File: config.mk
export PLATFORM = sky130hd
export DESIGN_NAME = ps2_host_tx
export DESIGN_NICKNAME = d
export VERILOG_FILES = /design/src/rtl/ps2_pkg.sv /design/src/rtl/ps2_sync_edge.sv /design/src/rtl/ps2_host_tx.sv
export SDC_FILE = /design/constraint.sdc
export NUM_CORES = 1
export LEC_CHECK = 0
export ABC_AREA = 1
export CORE_MARGIN = 4
export CORE_UTILIZATION = 35
export CTS_CLUSTER_DIAMETER = 200
export DETAILED_ROUTE_END_ITERATION = 10
export GPL_ROUTABILITY_DRIVEN = 0
export PLACE_DENSITY = 0.61
export SKIP_LAST_GASP = 1
export SYNTH_ARGS = -nofsm -noshare
export SYNTH_HDL_FRONTEND = slang
export SYNTH_SLANG_ARGS = --single-unit
File: constraint.sdc
create_clock -name clk -period 1.55 [get_ports clk]
set_input_delay 0.465 -clock clk [delete_from_list [all_inputs] [get_ports clk]]
set_output_delay 0.465 -clock clk [all_outputs]
set_load 0.01 [all_outputs]
File: src/rtl/ps2_pkg.sv
// rtl/ps2_pkg.sv - PS/2 frame constants, FSM state enum and bit helpers shared by host TX and receiver
package ps2_pkg;

  typedef enum logic [2:0] {
    ST_IDLE,
    ST_INHIBIT,
    ST_SHIFT,
    ST_ACK,
    ST_WAITIDLE
  } ps2_state_e;

  localparam int unsigned PS2_FRAME_LEN  = 11;    // start + 8 data + parity + stop
  localparam int unsigned PS2_DATA_BITS  = 8;
  localparam bit          PS2_LSB_FIRST  = 1'b1;
  localparam bit          PS2_ODD_PARITY = 1'b1;

  // Parity bit that makes the total count of ones in data+parity odd.
  function automatic logic ps2_parity(input logic [7:0] d);
    return PS2_ODD_PARITY ? ~^d : ^d;
  endfunction

  // Data bit transmitted in slot idx of the frame body.
  function automatic logic ps2_data_bit(input logic [7:0] d, input logic [2:0] idx);
    return PS2_LSB_FIRST ? d[idx] : d[3'd7 - idx];
  endfunction

endpackage

File: src/rtl/ps2_sync_edge.sv
// rtl/ps2_sync_edge.sv - 2-FF synchronizers for PS2 clock/data and falling-edge detect on the clock
module ps2_sync_edge (
  input  logic clk,
  input  logic rst,
  input  logic ps2_clk_i,
  input  logic ps2_data_i,
  output logic clk_sync_o,
  output logic data_sync_o,
  output logic fall_o
);

  logic clk_meta_q, clk_sync_q, clk_prev_q;
  logic data_meta_q, data_sync_q;

  // Idle bus level is high, so everything resets to 1 to avoid a false fall.
  always_ff @(posedge clk or negedge rst) begin
    if (!rst) begin
      clk_meta_q  <= 1'b1;
      clk_sync_q  <= 1'b1;
      clk_prev_q  <= 1'b1;
      data_meta_q <= 1'b1;
      data_sync_q <= 1'b1;
    end else begin
      clk_meta_q  <= ps2_clk_i;
      clk_sync_q  <= clk_meta_q;
      clk_prev_q  <= clk_sync_q;
      data_meta_q <= ps2_data_i;
      data_sync_q <= data_meta_q;
    end
  end

  assign clk_sync_o  = clk_sync_q;
  assign data_sync_o = data_sync_q;
  assign fall_o      = clk_prev_q & ~clk_sync_q;

endmodule

File: src/rtl/ps2_host_tx.sv
// rtl/ps2_host_tx.sv - PS/2 host-to-device command transmitter; optional watchdog via PS2_TX_TIMEOUT_EN
import ps2_pkg::*;

module ps2_host_tx #(
  parameter int unsigned CLK_HZ     = 100_000_000,
  parameter int unsigned INHIBIT_US = 100,
  parameter int unsigned TIMEOUT_MS = 15
) (
  input  logic       clk,
  input  logic       rst,
  input  logic [7:0] tx_data,
  input  logic       tx_valid,
  output logic       tx_ready,
  input  logic       ps2_clk_i,
  input  logic       ps2_data_i,
  output logic       ps2_clk_oe,
  output logic       ps2_data_oe,
  output logic       tx_done,
  output logic       tx_err
);

  localparam int unsigned INHIBIT_CYC = CLK_HZ / 1_000_000 * INHIBIT_US;
  localparam int unsigned INH_W       = (INHIBIT_CYC > 2) ? $clog2(INHIBIT_CYC) : 1;
  localparam logic [INH_W-1:0] INH_LAST = INH_W'(INHIBIT_CYC - 1);
  localparam logic [3:0] PARITY_IDX = 4'(PS2_DATA_BITS);      // fall 9 drives parity
  localparam logic [3:0] STOP_IDX   = 4'(PS2_FRAME_LEN - 2);  // fall 10 releases for stop

  ps2_state_e       state_q, state_d;
  logic [INH_W-1:0] inh_cnt_q, inh_cnt_d;
  logic [3:0]       bit_cnt_q, bit_cnt_d;
  logic [7:0]       shift_q, shift_d;
  logic             parity_q, parity_d;
  logic             data_oe_q, data_oe_d;
  logic             clk_sync, data_sync, fall;

  ps2_sync_edge u_sync (
    .clk         (clk),
    .rst         (rst),
    .ps2_clk_i   (ps2_clk_i),
    .ps2_data_i  (ps2_data_i),
    .clk_sync_o  (clk_sync),
    .data_sync_o (data_sync),
    .fall_o      (fall)
  );

`ifdef PS2_TX_TIMEOUT_EN
  localparam int unsigned TO_CYC = CLK_HZ / 1000 * TIMEOUT_MS;
  localparam int unsigned WD_W   = (TO_CYC > 2) ? $clog2(TO_CYC) : 1;
  localparam logic [WD_W-1:0] WD_LAST = WD_W'(TO_CYC - 1);

  logic [WD_W-1:0] wd_q;
  logic            wd_active;

  assign wd_active = (state_q == ST_SHIFT) || (state_q == ST_ACK) || (state_q == ST_WAITIDLE);

  // Watchdog runs from inhibit release until the frame leaves the bus phases.
  always_ff @(posedge clk or negedge rst) begin
    if (!rst)           wd_q <= '0;
    else if (wd_active) wd_q <= wd_q + WD_W'(1);
    else                wd_q <= '0;
  end
`endif

  // State and datapath registers.
  always_ff @(posedge clk or negedge rst) begin
    if (!rst) begin
      state_q   <= ST_IDLE;
      inh_cnt_q <= '0;
      bit_cnt_q <= '0;
      shift_q   <= '0;
      parity_q  <= 1'b0;
      data_oe_q <= 1'b0;
    end else begin
      state_q   <= state_d;
      inh_cnt_q <= inh_cnt_d;
      bit_cnt_q <= bit_cnt_d;
      shift_q   <= shift_d;
      parity_q  <= parity_d;
      data_oe_q <= data_oe_d;
    end
  end

  // Next-state and line/handshake outputs.
  always_comb begin
    state_d     = state_q;
    inh_cnt_d   = inh_cnt_q;
    bit_cnt_d   = bit_cnt_q;
    shift_d     = shift_q;
    parity_d    = parity_q;
    data_oe_d   = data_oe_q;
    tx_ready    = 1'b0;
    ps2_clk_oe  = 1'b0;
    ps2_data_oe = 1'b0;
    tx_done     = 1'b0;
    tx_err      = 1'b0;

    case (state_q)
      ST_IDLE: begin
        tx_ready  = 1'b1;
        data_oe_d = 1'b0;
        if (tx_valid) begin
          shift_d   = tx_data;
          parity_d  = ps2_parity(tx_data);
          bit_cnt_d = '0;
          inh_cnt_d = '0;
          state_d   = ST_INHIBIT;
        end
      end
      ST_INHIBIT: begin
        ps2_clk_oe = 1'b1;
        if (inh_cnt_q == INH_LAST) begin
          ps2_data_oe = 1'b1;  // start bit set up before clock release
          data_oe_d   = 1'b1;
          state_d     = ST_SHIFT;
        end else begin
          inh_cnt_d = inh_cnt_q + INH_W'(1);
        end
      end
      ST_SHIFT: begin
        ps2_data_oe = data_oe_q;
        if (fall) begin
          bit_cnt_d = bit_cnt_q + 4'd1;
          if (bit_cnt_q < PARITY_IDX) begin
            data_oe_d = ~ps2_data_bit(shift_q, bit_cnt_q[2:0]);
          end else if (bit_cnt_q == PARITY_IDX) begin
            data_oe_d = ~parity_q;
          end else if (bit_cnt_q == STOP_IDX) begin
            data_oe_d = 1'b0;
            state_d   = ST_ACK;
          end
        end
      end
      ST_ACK: begin
        if (fall) begin
          if (data_sync) begin
            tx_err  = 1'b1;
            state_d = ST_IDLE;
          end else begin
            state_d = ST_WAITIDLE;
          end
        end
      end
      ST_WAITIDLE: begin
        if (clk_sync && data_sync) begin
          tx_done = 1'b1;
          state_d = ST_IDLE;
        end
      end
      default: state_d = ST_IDLE;
    endcase

`ifdef PS2_TX_TIMEOUT_EN
    // A stalled device aborts the frame; the error wins over any same-cycle completion.
    if (wd_active && (wd_q == WD_LAST)) begin
      tx_done   = 1'b0;
      tx_err    = 1'b1;
      data_oe_d = 1'b0;
      state_d   = ST_IDLE;
    end
`endif
  end

endmodule

==> flow_summary.json <==
{
  "status": "finished, violations left",
  "violations": "setup timing",
  "async_flop_share": 1.00,
  "synth-edff-count": 0,
  "peakVddDrop_mv": 0.749,
  "yosys_warnings": 0,
  "drtPass1Iterations": 4,
  "start_kind": "flop",
  "die_area_sq_um": 7250,
  "postSynthCellCount": 276,
  "synth.most_common_cell": "nand2_1",
  "yosys-top-cells-area": "dfrtp_1 (37%), nand2_1 (13%), nand3_1 (7.4%)",
  "avgRoutedWirePerCell_um": 11.4,
  "h-tree-depth": 2,
  "skew_ns": 0.00234,
  "finalSetupTns_ns": -0.667,
  "final-max-slew-violation-count": 0,
  "total_power_mw": 4.50,
  "grt_setup_unrepaired": "yes",
  "root_buffer": "clkbuf_8",
  "fin_ws_ns": -0.230,
  "wl_um": 4880,
  "ys.flop_type": "dfrtp_1",
  "crit_required_ns": 1.08,
  "grt_use_total": 0.139,
  "cts_tree": "built",
  "hold_viol": 0,
  "num_antenna_cells": 0,
  "p_per_area_nw_per_um2": 1500,
  "yosys.area.top_type_share": 0.372,
  "worst_pin_slew_ns": 0.327,
  "dp.cells": 409,
  "core_sq_um": 5640,
  "start_util": 0.369,
  "hold_path.class": "primary input to asynchronous set/reset pin",
  "io-pin-count": 18,
  "drive_gt1_frac": 0.337,
  "fp-row-count": 27,
  "vias": 2005,
  "synth_seq_cells": 36,
  "endpoint_kind": "output port",
  "path_max_fanout": 2,
  "fp.dieH_um": 85.2,
  "syn_to_final_growth_pct": 43.9,
  "synth_fp_nets": 293,
  "timing.final.crit_share": 1.15,
  "ant_nets": 0,
  "grt_pass1_wl_um": 8270,
  "ys_types": 29,
  "path_clk_slew_ns": 0.07,
  "antenna_found_initial": 0,
  "viasPerCell": 4.68,
  "drv_cap": 0,
  "finalSetupViolCount": 6,
  "grt_max_degree": 17,
  "avgSynthCellArea_sq_um": 7.55,
  "syn_area_sq_um": 2080,
  "fin_crit_ns": 1.78,
  "fin_cells": 428,
  "worstPathArrival_ns": 1.31,
  "fmax_ghz": 0.562,
  "cts_made_buffers": 5,
  "chipWidth_um": 85.2,
  "hpwl_um": 3600,
  "globalRoute.totalOverflow": 0,
  "placed_cell_area_sq_um": 2700,
  "path_class": "flop to output port",
  "synthTopCellsByCount": "nand2_1 (74), nor2_1 (35), dfrtp_1 (31), nand3_1 (31), inv_1 (30)",
  "portBuffers": 17,
  "clockBufferDepth": 2,
  "clkSinkCount": 36,
  "yosysSeqAreaShare": 0.435,
  "final_cell_area_sq_um": 3000,
  "fillerInstances": 540,
  "final_core_util": 0.532,
  "nets": 372,
  "slew_headroom": 0.782,
  "drt-initial-drc-count": 66,
  "netlist.top_cell.by_area": "dfrtp_1",
  "route.detailed.drc": 0,
  "clk_latency_ns": 0.29,
  "grt_pass1_vias": 1925,
  "power.leakage_nw": 1.46
}
==> flip-flops by register name (all words and copies together), names as in the netlist, 3 cells and up <==
register,flops
bit_cnt_q,4
inh_cnt_q,14
shift_q,8
state_q,3
==> layout by cell type, fill, tap and decap left out, types with 3 or more instances in the layout <==
cell type,count
o21ai_1,6
nand3_2,4
nand2_2,8
nor2_2,5
xnor2_1,6
inv_1,26
nand3_1,27
buf_4,51
nand2_4,4
clkbuf_8,6
o21ai_0,10
clkdlybuf4s50_1,11
dfstp_2,5
ha_1,3
buf_2,4
dfrtp_1,30
a21oi_1,4
nor2_1,31
buf_6,7
nand2_1,70
inv_2,7
nand4_1,3
xor2_1,4
==> layout make-up <==
class,instances,area (sq um),area share
Multi-Input combinational cell,202,1130,0.377
Clock buffer,8,90.1,0.0300
Inverter,34,133,0.0442
Tap cell,72,90.1,0.0300
Sequential cell,36,908,0.303
Timing Repair Buffer,76,647,0.216
==> metrics by stage <==
| stage | hold WS, ns | setup slack [ns] |
|---|---|---|
| after floorplan | 0.169 | 0.00331 |
| after global placement | 0.348 | -0.346 |
| after global routing | 0.0810 | -0.310 |
| after detailed placement | 0.349 | -0.371 |
| final | 0.0634 | -0.230 |
| after CTS | 0.0700 | -0.264 |
==> critical path: stages, from the launching register on <==
cell and delay [ns]:
dfrtp_1 0.36, ha_2 0.19, nand3_2 0.07, nor2_2 0.10, nand2_2 0.07, o22ai_2 0.09, buf_2 0.15
==> power breakdown <==
part / internal (mW) / total [mW] / switching (mW) / leakage, nW
Clock: 0.363 / 0.702 / 0.339 / 0.0455
Sequential: 1.16 / 1.28 / 0.122 / 0.462
Combinational: 1.17 / 2.51 / 1.34 / 0.954
Total: 2.70 / 4.49 / 1.80 / 1.46
==> cells by family after synthesis <==
kind of cell,after synthesis,synth area share
XOR/XNOR,10,0.0420
AND/OR/NAND/NOR,160,0.345
flip-flops,36,0.435
AO/OA/AOI/OAI,27,0.0750
buffers and inverters,39,0.0786
adder cells (fa/ha/maj),4,0.0240
==> path summary, 6_finish.rpt <==
check | start | end | slack [ns] | cells after the start
min reg2reg | u_sync.clk_meta_q$_DFF_PN1_ | u_sync.clk_sync_o$_DFF_PN1_ | 0.36 | 0
min in group clk | u_sync.clk_meta_q$_DFF_PN1_ | u_sync.clk_sync_o$_DFF_PN1_ | 0.36 | 0
max | inh_cnt_q[1]$_DFFE_PN0P_ | ps2_data_oe | -0.23 | 6
min | rst | inh_cnt_q[7]$_DFFE_PN0P_ | 0.06 | 1
max in group asynchronous | rst | u_sync.clk_prev_q$_DFF_PN1_ | 0.97 | 2
max reg2reg | inh_cnt_q[1]$_DFFE_PN0P_ | inh_cnt_q[2]$_DFFE_PN0P_ | -0.02 | 10
==> repair_timing <==
item | in CTS | in global routing
hold buffers | 0 | 0
pin swaps | 5 | 11
setup endpoints to repair | 15 | 27
resized for setup | 32 | 31
setup buffers | 4 | 6
gates cloned | 0 | 1
==> metal layers <==
metal	track usage	share of wire	vias to the layer above
li1	-	-	1044
met1	0.173	0.45	921
met2	0.242	0.49	33
met3	0.0311	0.047	7
met4	0.0388	0.012	0
met5	0	0	-
Power figures use the tool's default switching activity.
